<file path="config.mk">
export PLATFORM = sky130hd
export DESIGN_NAME = procyon_lsu_lq_ctrl
export DESIGN_NICKNAME = d
export VERILOG_FILES = /design/src/rtl/procyon_lsu_lq_ctrl.sv
export SDC_FILE = /design/constraint.sdc
export NUM_CORES = 1
export LEC_CHECK = 0
export CAP_MARGIN = 20
export CORE_AREA = 2 2 169 171
export DETAILED_ROUTE_END_ITERATION = 8
export DIE_AREA = 0 0 171 173
export PLACE_DENSITY_LB_ADDON = 0.15
export SETUP_SLACK_MARGIN = 0.1
export SLEW_MARGIN = 40
export SYNTH_ARGS = -nofsm -noshare
export SYNTH_HDL_FRONTEND = slang
export SYNTH_SLANG_ARGS = --single-unit
</file>
<file path="constraint.sdc">
create_clock -name clk -period 4.2 [get_ports clk]
set_input_delay 0.84 -clock clk [delete_from_list [all_inputs] [get_ports clk]]
set_output_delay 0.84 -clock clk [all_outputs]
set_load 0.02 [all_outputs]
</file>
<file path="src/rtl/procyon_lsu_lq_ctrl.sv">
// Load queue controller: free-entry allocation, occupancy tracking, round-robin
// replay arbitration into a registered output stage, and retire-response reduction.
`ifndef PCYN_OP_WIDTH
`define PCYN_OP_WIDTH 5
`endif

module procyon_lsu_lq_ctrl #(
    parameter int OPTN_ADDR_WIDTH    = 32,
    parameter int OPTN_ROB_IDX_WIDTH = 5,
    parameter int OPTN_LQ_DEPTH      = 8,
    parameter int LQ_IDX_WIDTH       = $clog2(OPTN_LQ_DEPTH)
) (
    input  logic                                         clk,
    input  logic                                         rst,
    input  logic                                         i_flush,
    input  logic [OPTN_LQ_DEPTH-1:0]                     i_entry_empty,
    input  logic [OPTN_LQ_DEPTH-1:0]                     i_entry_replayable,
    input  logic [OPTN_LQ_DEPTH*`PCYN_OP_WIDTH-1:0]      i_entry_replay_op,
    input  logic [OPTN_LQ_DEPTH*OPTN_ROB_IDX_WIDTH-1:0]  i_entry_replay_tag,
    input  logic [OPTN_LQ_DEPTH*OPTN_ADDR_WIDTH-1:0]     i_entry_replay_addr,
    input  logic                                         i_alloc_req,
    output logic [OPTN_LQ_DEPTH-1:0]                     o_alloc_en,
    output logic                                         o_full,
    output logic [OPTN_LQ_DEPTH-1:0]                     o_entry_replay_en,
    output logic                                         o_replay_valid,
    output logic [`PCYN_OP_WIDTH-1:0]                    o_replay_op,
    output logic [OPTN_ROB_IDX_WIDTH-1:0]                o_replay_tag,
    output logic [OPTN_ADDR_WIDTH-1:0]                   o_replay_addr,
    input  logic                                         i_replay_ack,
    input  logic [OPTN_LQ_DEPTH-1:0]                     i_entry_retire_ack,
    input  logic [OPTN_LQ_DEPTH-1:0]                     i_entry_retire_misspec,
    output logic                                         o_rob_retire_ack,
    output logic                                         o_rob_retire_misspeculated
);

    localparam int OPW = `PCYN_OP_WIDTH;
    localparam int CW  = LQ_IDX_WIDTH + 1;

    // Handshake: the output stage is offered while o_replay_valid is high and is
    // consumed in any cycle where i_replay_ack is high; the stage may reload that same cycle.

    logic [CW-1:0]           count;
    logic [CW-1:0]           count_next;
    logic [LQ_IDX_WIDTH-1:0] rr_ptr;
    logic                    alloc_fire;
    logic                    alloc_found;
    logic                    stage_load;
    logic                    replay_fire;
    logic                    replay_found;
    logic [LQ_IDX_WIDTH-1:0] winner;
    logic [LQ_IDX_WIDTH-1:0] probe;

    assign alloc_fire  = i_alloc_req & ~o_full & ~i_flush & ~rst;
    assign stage_load  = ~o_replay_valid | i_replay_ack;
    assign replay_fire = stage_load & ~i_flush & ~rst & (|i_entry_replayable);

    // Lowest-index empty entry takes the new load.
    always_comb begin
        o_alloc_en  = '0;
        alloc_found = 1'b0;
        if (alloc_fire) begin
            for (int i = 0; i < OPTN_LQ_DEPTH; i++) begin
                if (!alloc_found && i_entry_empty[i]) begin
                    o_alloc_en[i] = 1'b1;
                    alloc_found   = 1'b1;
                end
            end
        end
    end

    // Round-robin search starting at the pointer; index arithmetic wraps naturally.
    always_comb begin
        winner       = rr_ptr;
        replay_found = 1'b0;
        probe        = rr_ptr;
        for (int i = 0; i < OPTN_LQ_DEPTH; i++) begin
            probe = rr_ptr + LQ_IDX_WIDTH'(i);
            if (!replay_found && i_entry_replayable[probe]) begin
                winner       = probe;
                replay_found = 1'b1;
            end
        end
    end

    always_comb begin
        o_entry_replay_en = '0;
        if (replay_fire) begin
            o_entry_replay_en[winner] = 1'b1;
        end
    end

    always_comb begin
        count_next = count + CW'(|o_alloc_en) - CW'(|i_entry_retire_ack);
        if (i_flush) begin
            count_next = '0;
        end
    end

    always_ff @(posedge clk) begin
        if (rst) begin
            count  <= '0;
            o_full <= 1'b0;
        end else begin
            count  <= count_next;
            o_full <= (count_next == CW'(OPTN_LQ_DEPTH));
        end
    end

    always_ff @(posedge clk) begin
        if (rst) begin
            o_replay_valid <= 1'b0;
            rr_ptr         <= '0;
            o_replay_op    <= '0;
            o_replay_tag   <= '0;
            o_replay_addr  <= '0;
        end else if (i_flush) begin
            o_replay_valid <= 1'b0;
            rr_ptr         <= '0;
        end else if (stage_load) begin
            if (replay_fire) begin
                o_replay_valid <= 1'b1;
                rr_ptr         <= winner + LQ_IDX_WIDTH'(1);
                o_replay_op    <= i_entry_replay_op[winner*OPW +: OPW];
                o_replay_tag   <= i_entry_replay_tag[winner*OPTN_ROB_IDX_WIDTH +: OPTN_ROB_IDX_WIDTH];
                o_replay_addr  <= i_entry_replay_addr[winner*OPTN_ADDR_WIDTH +: OPTN_ADDR_WIDTH];
            end else begin
                o_replay_valid <= 1'b0;
            end
        end
    end

    assign o_rob_retire_ack           = |i_entry_retire_ack;
    assign o_rob_retire_misspeculated = |(i_entry_retire_ack & i_entry_retire_misspec);

endmodule

</file>
==> results of run 1 <==
[through the flow]
stage | area (um^2) | std cells
after detailed placement | 11520 | 1437
after global placement | 11520 | 1437
after CTS | 11910 | 1468
final | 12110 | 1473
after floorplan | 6432 | 611
after global routing | 12110 | 1473
[power by group through the flow]
stage	combinational (W)	clock [W]	sequential, W
floorplan	0.00599	0	0.000732
global placement	0.00809	0	0.000646
detailed placement	0.00810	0	0.000650
CTS	0.00837	0.000463	0.000643
global route	0.00917	0.000476	0.000656
finish	0.00863	0.000434	0.000643
[per-layer routing]
layer  up-vias  wire length, um  part of all wire, %  track usage, %
met5         -                0                    0               0
met4         0              648                  2.3           5.473
met3        28             2237                  7.8           4.211
met2       293            14730                   51           34.02
met1      3161            11070                   39           19.89
li1       3358                -                    -               -
[registers in the layout, summed over array words and instances, names as in the netlist]
| register | cells |
|---|---|
| rr_ptr | 3 |
| o_replay_op | 5 |
| o_replay_valid | 1 |
| o_full | 1 |
| o_replay_addr | 32 |
| count | 4 |
| o_replay_tag | 5 |
[critical path, delay by kind of cell]
family	cells	cell delay [ps]
mux	2	680
buf+inv	3	380
xor+xnor	1	260
compound gates	1	80
simple gates	5	1070
[cell families (layout without fill, tap and decap cells)]
kind of cell    Yosys count  count (layout)
compound gates          122             122
simple gates             78              78
buf+inv                  67             550
xor+xnor                  9               9
other cells               0               1
fa+ha+maj                 8               8
flops                    51              51
mux                     276             276
[repair_timing]
item                                    4_1_cts  5_1_grt
pin swaps                                     9       21
resized for setup                           103       41
setup buffers                                23        4
gates cloned                                  0        1
endpoints found under the setup margin       50       36
[cells in the final DEF, fill, tap and decap left out, types with 7 or more instances in the layout]
cell type        synthesis  final
buf_6                    4     30
nand2_1                 16     13
inv_1                   12     10
buf_12                   0      7
dfxtp_1                 51     49
mux2i_1                174    168
mux2_2                  82     81
a221oi_2                42     42
nor2_1                  20     13
clkdlybuf4s50_1          0    417
o21bai_1                42     42
mux4_2                  12     13
buf_4                   21     67
[layout make-up]
cell class	instances	area [um^2]
inverters	13	56.30
flip-flops and latches	51	1023
multi-input cells	493	5157
clock inverters	2	16.27
well taps	378	473.0
diodes	1	2.502
fillers	2747	15520
clock buffers	6	128.9
repair buffers	529	5248
[path summary, 6_finish.rpt]
path	endpoint	from	slack, ps
worst max-delay path	o_entry_replay_en[0]	i_entry_replayable[3]	60
worst min-delay path	o_replay_op[2]$_SDFFE_PP0P_	o_replay_op[2]$_SDFFE_PP0P_	550
worst max register to register	o_replay_op[3]$_SDFFE_PP0P_	rr_ptr[0]$_SDFFE_PP0P_	160
worst min register to register	o_replay_op[2]$_SDFFE_PP0P_	o_replay_op[2]$_SDFFE_PP0P_	550
==> qor.yml, run 1 <==
gp_congestion: 0.8278
worst_hold_path_type: "reg2reg"
synth_common_cells: "174 x mux2i_1, 82 x mux2_2, 51 x dfxtp_1"
yosys_most_used_dff: "dfxtp_1"
max_freq_mhz: 241.6
syn-cell-area_um2: 6317
holdWs_ps: 549.3
cp_common_cell: "buf_6"
syn_inst: 611
numClockSinks: 51
cts_made_buffers: 5
fin_crit_sh_pct: 98.57
antenna_found_initial: 1
coreArea_um2: 27630
ys_seq_elements: 51
status: "finished, final reports clean"
cts_tree: "yes"
synth_top_family_by_area: "multiplexers"
slew_viol_final: 0
path_class: "in2out"
setup_viol: 0
post-route-min-period_ps: 4140
crit_path_max_fanout: 5
clkTransAtPathRegs_ps: 70
grt-ovfl-total: 0
grt.total_usage_pct: 18.11
cap_viol_max_count: 0
grt_pass1_vias: 7016
routed_wl_um: 28680
synth-simple-area-share_pct: 6.417
synth.most_common_cell: "mux2i_1"
synthMuxAreaShare_pct: 48.84
swShare_pct: 45.00
tightestPinTransition_ps: 598.7
finalPower_w: 0.009703
ant_nets: 0
nNetsFinal: 1474
p_clk_share_pct: 4.5
synth_edf_count: 0
htree_levels: 2
pin_count: 435
relSlewSlack_pct: 59.99
grt_pass1_wl_um: 41020
vias_per_cell: 4.644
cellLeakagePower_nw: 5.285
dr_total_vias: 6840
tns_ps: 0
portBuffers: 434
peakVddDrop_mv: 1.324
p_switching_w: 0.004366
pre_cts_ws_ps: -862.4
seq_area_frac_synth_pct: 16.16
cpPeakStageDelay_ps: 470
drive_gt1_share_pct: 28.06
dieArea_um2: 29580
postCtsHoldBufs: 0
cp_slowest_cell: "mux4_2"
combPwrFrac_pct: 88.9
worstPathRequired_ps: 3360
cp.arrival_ps: 3300
synth_top_area_cell: "mux2i_1"
async_flop_share_pct: 0
dp_hpwl_um: 22400
drt_iter0_markers: 174
drc: 0
clockBufferDepth: 2
path_cells: "buf_2, buf_6, mux4_2, mux2i_2, nand3b_1, nor4_2, a21oi_4, xnor2_4, nand2_2, or2_4, nor2_4, buf_6"
synth_fa_ha_area_share_pct: 1.703
avgSynthCellArea_um2: 10.34
reg2reg_depth: 13
p_seq_share_pct: 6.6
powerDensity_nw_per_um2: 801.5
cts_root_buffer: "clkbuf_16"
synthXorXnorAreaFrac_pct: 1.367
avgRoutedWirePerCell_um: 19.47
synth_compound_area_share_pct: 19.45
grt_setup_unrepaired: "yes"
fin_skew_ps: 6.894
end_kind: "output port"
clk_latency_ps: 300
grt_max_degree: 72
die_h_um: 173
rows: 61
min_path_cells: 2
die_x_um: 171
yosysWarnings: 0
worstSetupStartpointType: "input port"
initial_core_util_pct: 22.86
netlist.area_leader.share_pct: 27.57
yosysUniqueCellTypes: 56
final_hold_viol_count: 0
p_int_w: 0.005337
post-route-util_pct: 43.81
fin_ws_ps: 60.22
synthTopCellsByArea: "mux2i_1 28%, dfxtp_1 16%, mux2_2 15%, a221oi_2 10%, o21bai_1 5.0%"
synth_nets: 992
area_growth_pct: 91.62
drt-pass1-iter-count: 4
Note: power is estimated with default switching activity, not from simulation.
==> run 2, diff against run 1 <==
--- a/config.mk
+++ b/config.mk
@@ -10,6 +10,7 @@
 export DETAILED_ROUTE_END_ITERATION = 8
 export DIE_AREA = 0 0 171 173
 export PLACE_DENSITY_LB_ADDON = 0.15
+export REMOVE_ABC_BUFFERS = 1
 export SETUP_SLACK_MARGIN = 0.1
 export SLEW_MARGIN = 40
 export SYNTH_ARGS = -nofsm -noshare
==> constraint.sdc (replaced) <==
create_clock -name clk -period 4.3 [get_ports clk]
set_input_delay 0.86 -clock clk [delete_from_list [all_inputs] [get_ports clk]]
set_output_delay 0.86 -clock clk [all_outputs]
set_load 0.02 [all_outputs]
==> run 2 against run 1 <==
  * Worst setup slack improved by 35 ps
  * Largest power group unchanged
  * Flip-flop and latch count unchanged
  * Non-clock buffer count fell by 31
  * Clock skew is 4.9 ps higher
  * Utilization is 1.7 points lower
  * Global-route usage rose by 0.36 points
  * Critical path depth is the same
  * Final area is 3.8% lower
  * Highest routed layer unchanged
  * Via count is 2.3% lower
  * Hold slack improved by 3.4 ps
  * Routed wire length shrank 0.42%
==> qor.yml, run 2 (synthesis results as in run 1) <==
status: "finished, final reports clean"
final_common_cell: "clkdlybuf4s50_1"
fin_skew_ps: 11.81  # +4.916 ps
fin_crit_sh_pct: 97.78
clkTransAtPathRegs_ps: 70  # about the same
tightestPinTransition_ps: 743.0  # +144.4 ps
min_path_cells: 2  # unchanged
htree_levels: 2  # unchanged
top_layer: "met4"
crit_path_max_fanout: 5  # unchanged
clockBufferDepth: 2  # unchanged
path_class: "in2out"
r2r_end: "o_replay_tag[2]$_SDFFE_PP0P_"
reg2reg_depth: 15  # +2
die_h_um: 173  # unchanged
vias_per_cell: 4.627  # -0.36%
worstSetupStartpointType: "input port"
place_area_um2: 11300  # -2.0%
seq_area_um2: 1023  # unchanged
top_register: "o_replay_addr"
slew_viol_final: 0  # unchanged
grt_setup_unrepaired: "yes"
relSlewSlack_pct: 50.35  # -9.6 points
cap_viol_max_count: 0  # unchanged
cts_tree: "yes"
grt_pass1_wl_um: 41860  # +2.0%
nNetsFinal: 1443  # -2.1%
die_x_um: 171  # unchanged
numClockSinks: 51  # unchanged
grt.total_usage_pct: 18.47  # +0.36 points
avgRoutedWirePerCell_um: 19.78  # +1.6%
powerDensity_nw_per_um2: 759.4  # -5.2%
dieArea_um2: 29580  # unchanged
rows: 61  # unchanged
drc: 0  # unchanged
grt-ovfl-total: 0  # unchanged
final_cell_mix: "417 x clkdlybuf4s50_1, 172 x mux2i_1, 81 x mux2_2"
r2r-start: "rr_ptr[0]$_SDFFE_PP0P_"
end_kind: "output port"
hp-start: "o_replay_op[1]$_SDFFE_PP0P_"
multi_input_area_um2: 5030  # -2.5%
dr_total_vias: 6681  # -2.3%
met3_length_um: 2168  # -3.1%
worst_hold_path_type: "reg2reg"
met1Wirelength_um: 11290  # +2.1%
dp_hpwl_um: 22750  # +1.5%
setup_viol: 0  # unchanged
dr_wl_met2_um: 14720  # about the same
drt_iter0_markers: 233  # +34%
cp.arrival_ps: 3340  # +40 ps
final_hold_viol_count: 0  # unchanged
clk_latency_ps: 310  # about the same
reg_top3: "o_replay_addr x32, o_replay_op x5, o_replay_tag x5"
grt_max_degree: 81  # +13%
cts_made_buffers: 5  # unchanged
drive_gt1_share_pct: 24.20  # -3.9 points
routed_wl_um: 28560  # -0.42%
pin_count: 435  # unchanged
postCtsHoldBufs: 0  # unchanged
max_freq_mhz: 237.8
grt_pass1_vias: 6970  # -0.66%
ant_nets: 0  # unchanged
post-route-cell-area_um2: 11650  # -3.8%
holdWs_ps: 552.7  # +3.422 ps
fill_cells: 2794  # +1.7%
antenna_found_initial: 5  # +4
coreArea_um2: 27630  # unchanged
cts_root_buffer: "clkbuf_16"
peakVddDrop_mv: 0.5029  # -62%
initial_core_util_pct: 22.86  # unchanged
gp_congestion: 0.8125  # -1.8%
cellLeakagePower_nw: 5.109  # -3.3%
area_growth_pct: 84.35
largest_reg_flops: 32  # unchanged
reg2reg_slack_ps: 260  # +100 ps
post-route-min-period_ps: 4205
drt-pass1-iter-count: 4  # unchanged
portBuffers: 434  # unchanged
worstPathRequired_ps: 3440  # +80 ps
hold-path-endpoint: "o_replay_op[1]$_SDFFE_PP0P_"
-- run 2: worst max-delay path, cell delays in order --
cell and delay, ps:
buf_8 100, mux4_2 470, mux2_4 280, nand3b_1 210, or3_1 380, a21oi_2 140
buf_4 150, xnor2_4 150, nand2_2 90, or2_1 250, nor2_1 120, buf_4 150
-- run 2: how the worst max path moves through the flow --
stage / startpoint / endpoint / slack (ps) / depth (start not counted)
3_5_place_dp: i_entry_replayable[2] / o_replay_addr[17]$_SDFFE_PP0P_ / -880 / 13
4_1_cts: rr_ptr[0]$_SDFFE_PP0P_ / o_entry_replay_en[0] / 100 / 16
2_1_floorplan: rr_ptr[0]$_SDFFE_PP0P_ / o_entry_replay_en[4] / -7400 / 10
6_report: i_entry_replayable[0] / o_entry_replay_en[0] / 100 / 12
5_1_grt: rr_ptr[0]$_SDFFE_PP0P_ / o_entry_replay_en[0] / -7 / 13
3_3_place_gp: i_entry_replayable[0] / o_replay_addr[17]$_SDFFE_PP0P_ / -860 / 13
-- run 2: power by group --
group / internal, W / total (W) / switching [W]
Sequential: 0.000567 / 0.000631 / 0.0000641
Combinational: 0.00405 / 0.00778 / 0.00373
Clock: 0.000229 / 0.000433 / 0.000204
Total: 0.00485 / 0.00884 / 0.00400
-- run 2: metrics by stage --
step	power (W)	TNS [ps]	util [%]	std cells	setup slack, ps
2_1_floorplan	0.004905	-357290	-	557	-7400
3_3_place_gp	0.008182	-34510	40.88	1425	-864.9
3_5_place_dp	0.008177	-35950	40.88	1425	-883.9
4_1_cts	0.008739	0	41.41	1435	96.37
5_1_grt	0.009470	-13.89	42.15	1444	-6.978
6_report	0.008845	0	42.15	1444	95.40
-- run 2: area by class of cell --
cell class	instances	share of cell area, %
multi-input cells	493	43.19
repair buffers	498	42.22
flip-flops and latches	51	8.788
well taps	378	4.061
clock buffers	6	1.193
inverters	13	0.4190
diodes	4	0.08595
clock inverters	1	0.04297
-- run 2: timing repair --
action | 4_1_cts | 5_1_grt
gates cloned | 0 | 1
hold endpoints to repair | 0 | 0
gates resized for setup | 80 | 51
pin swaps | 6 | 8
buffers inserted | 3 | 5
endpoints found under the setup margin | 50 | 44
-- run 2: per-layer routing --
layer	vias up	GRT usage [%]
met3	18	4.715
met5	-	0
met2	236	34.19
met1	3138	20.95
li1	3289	-
met4	0	4.308
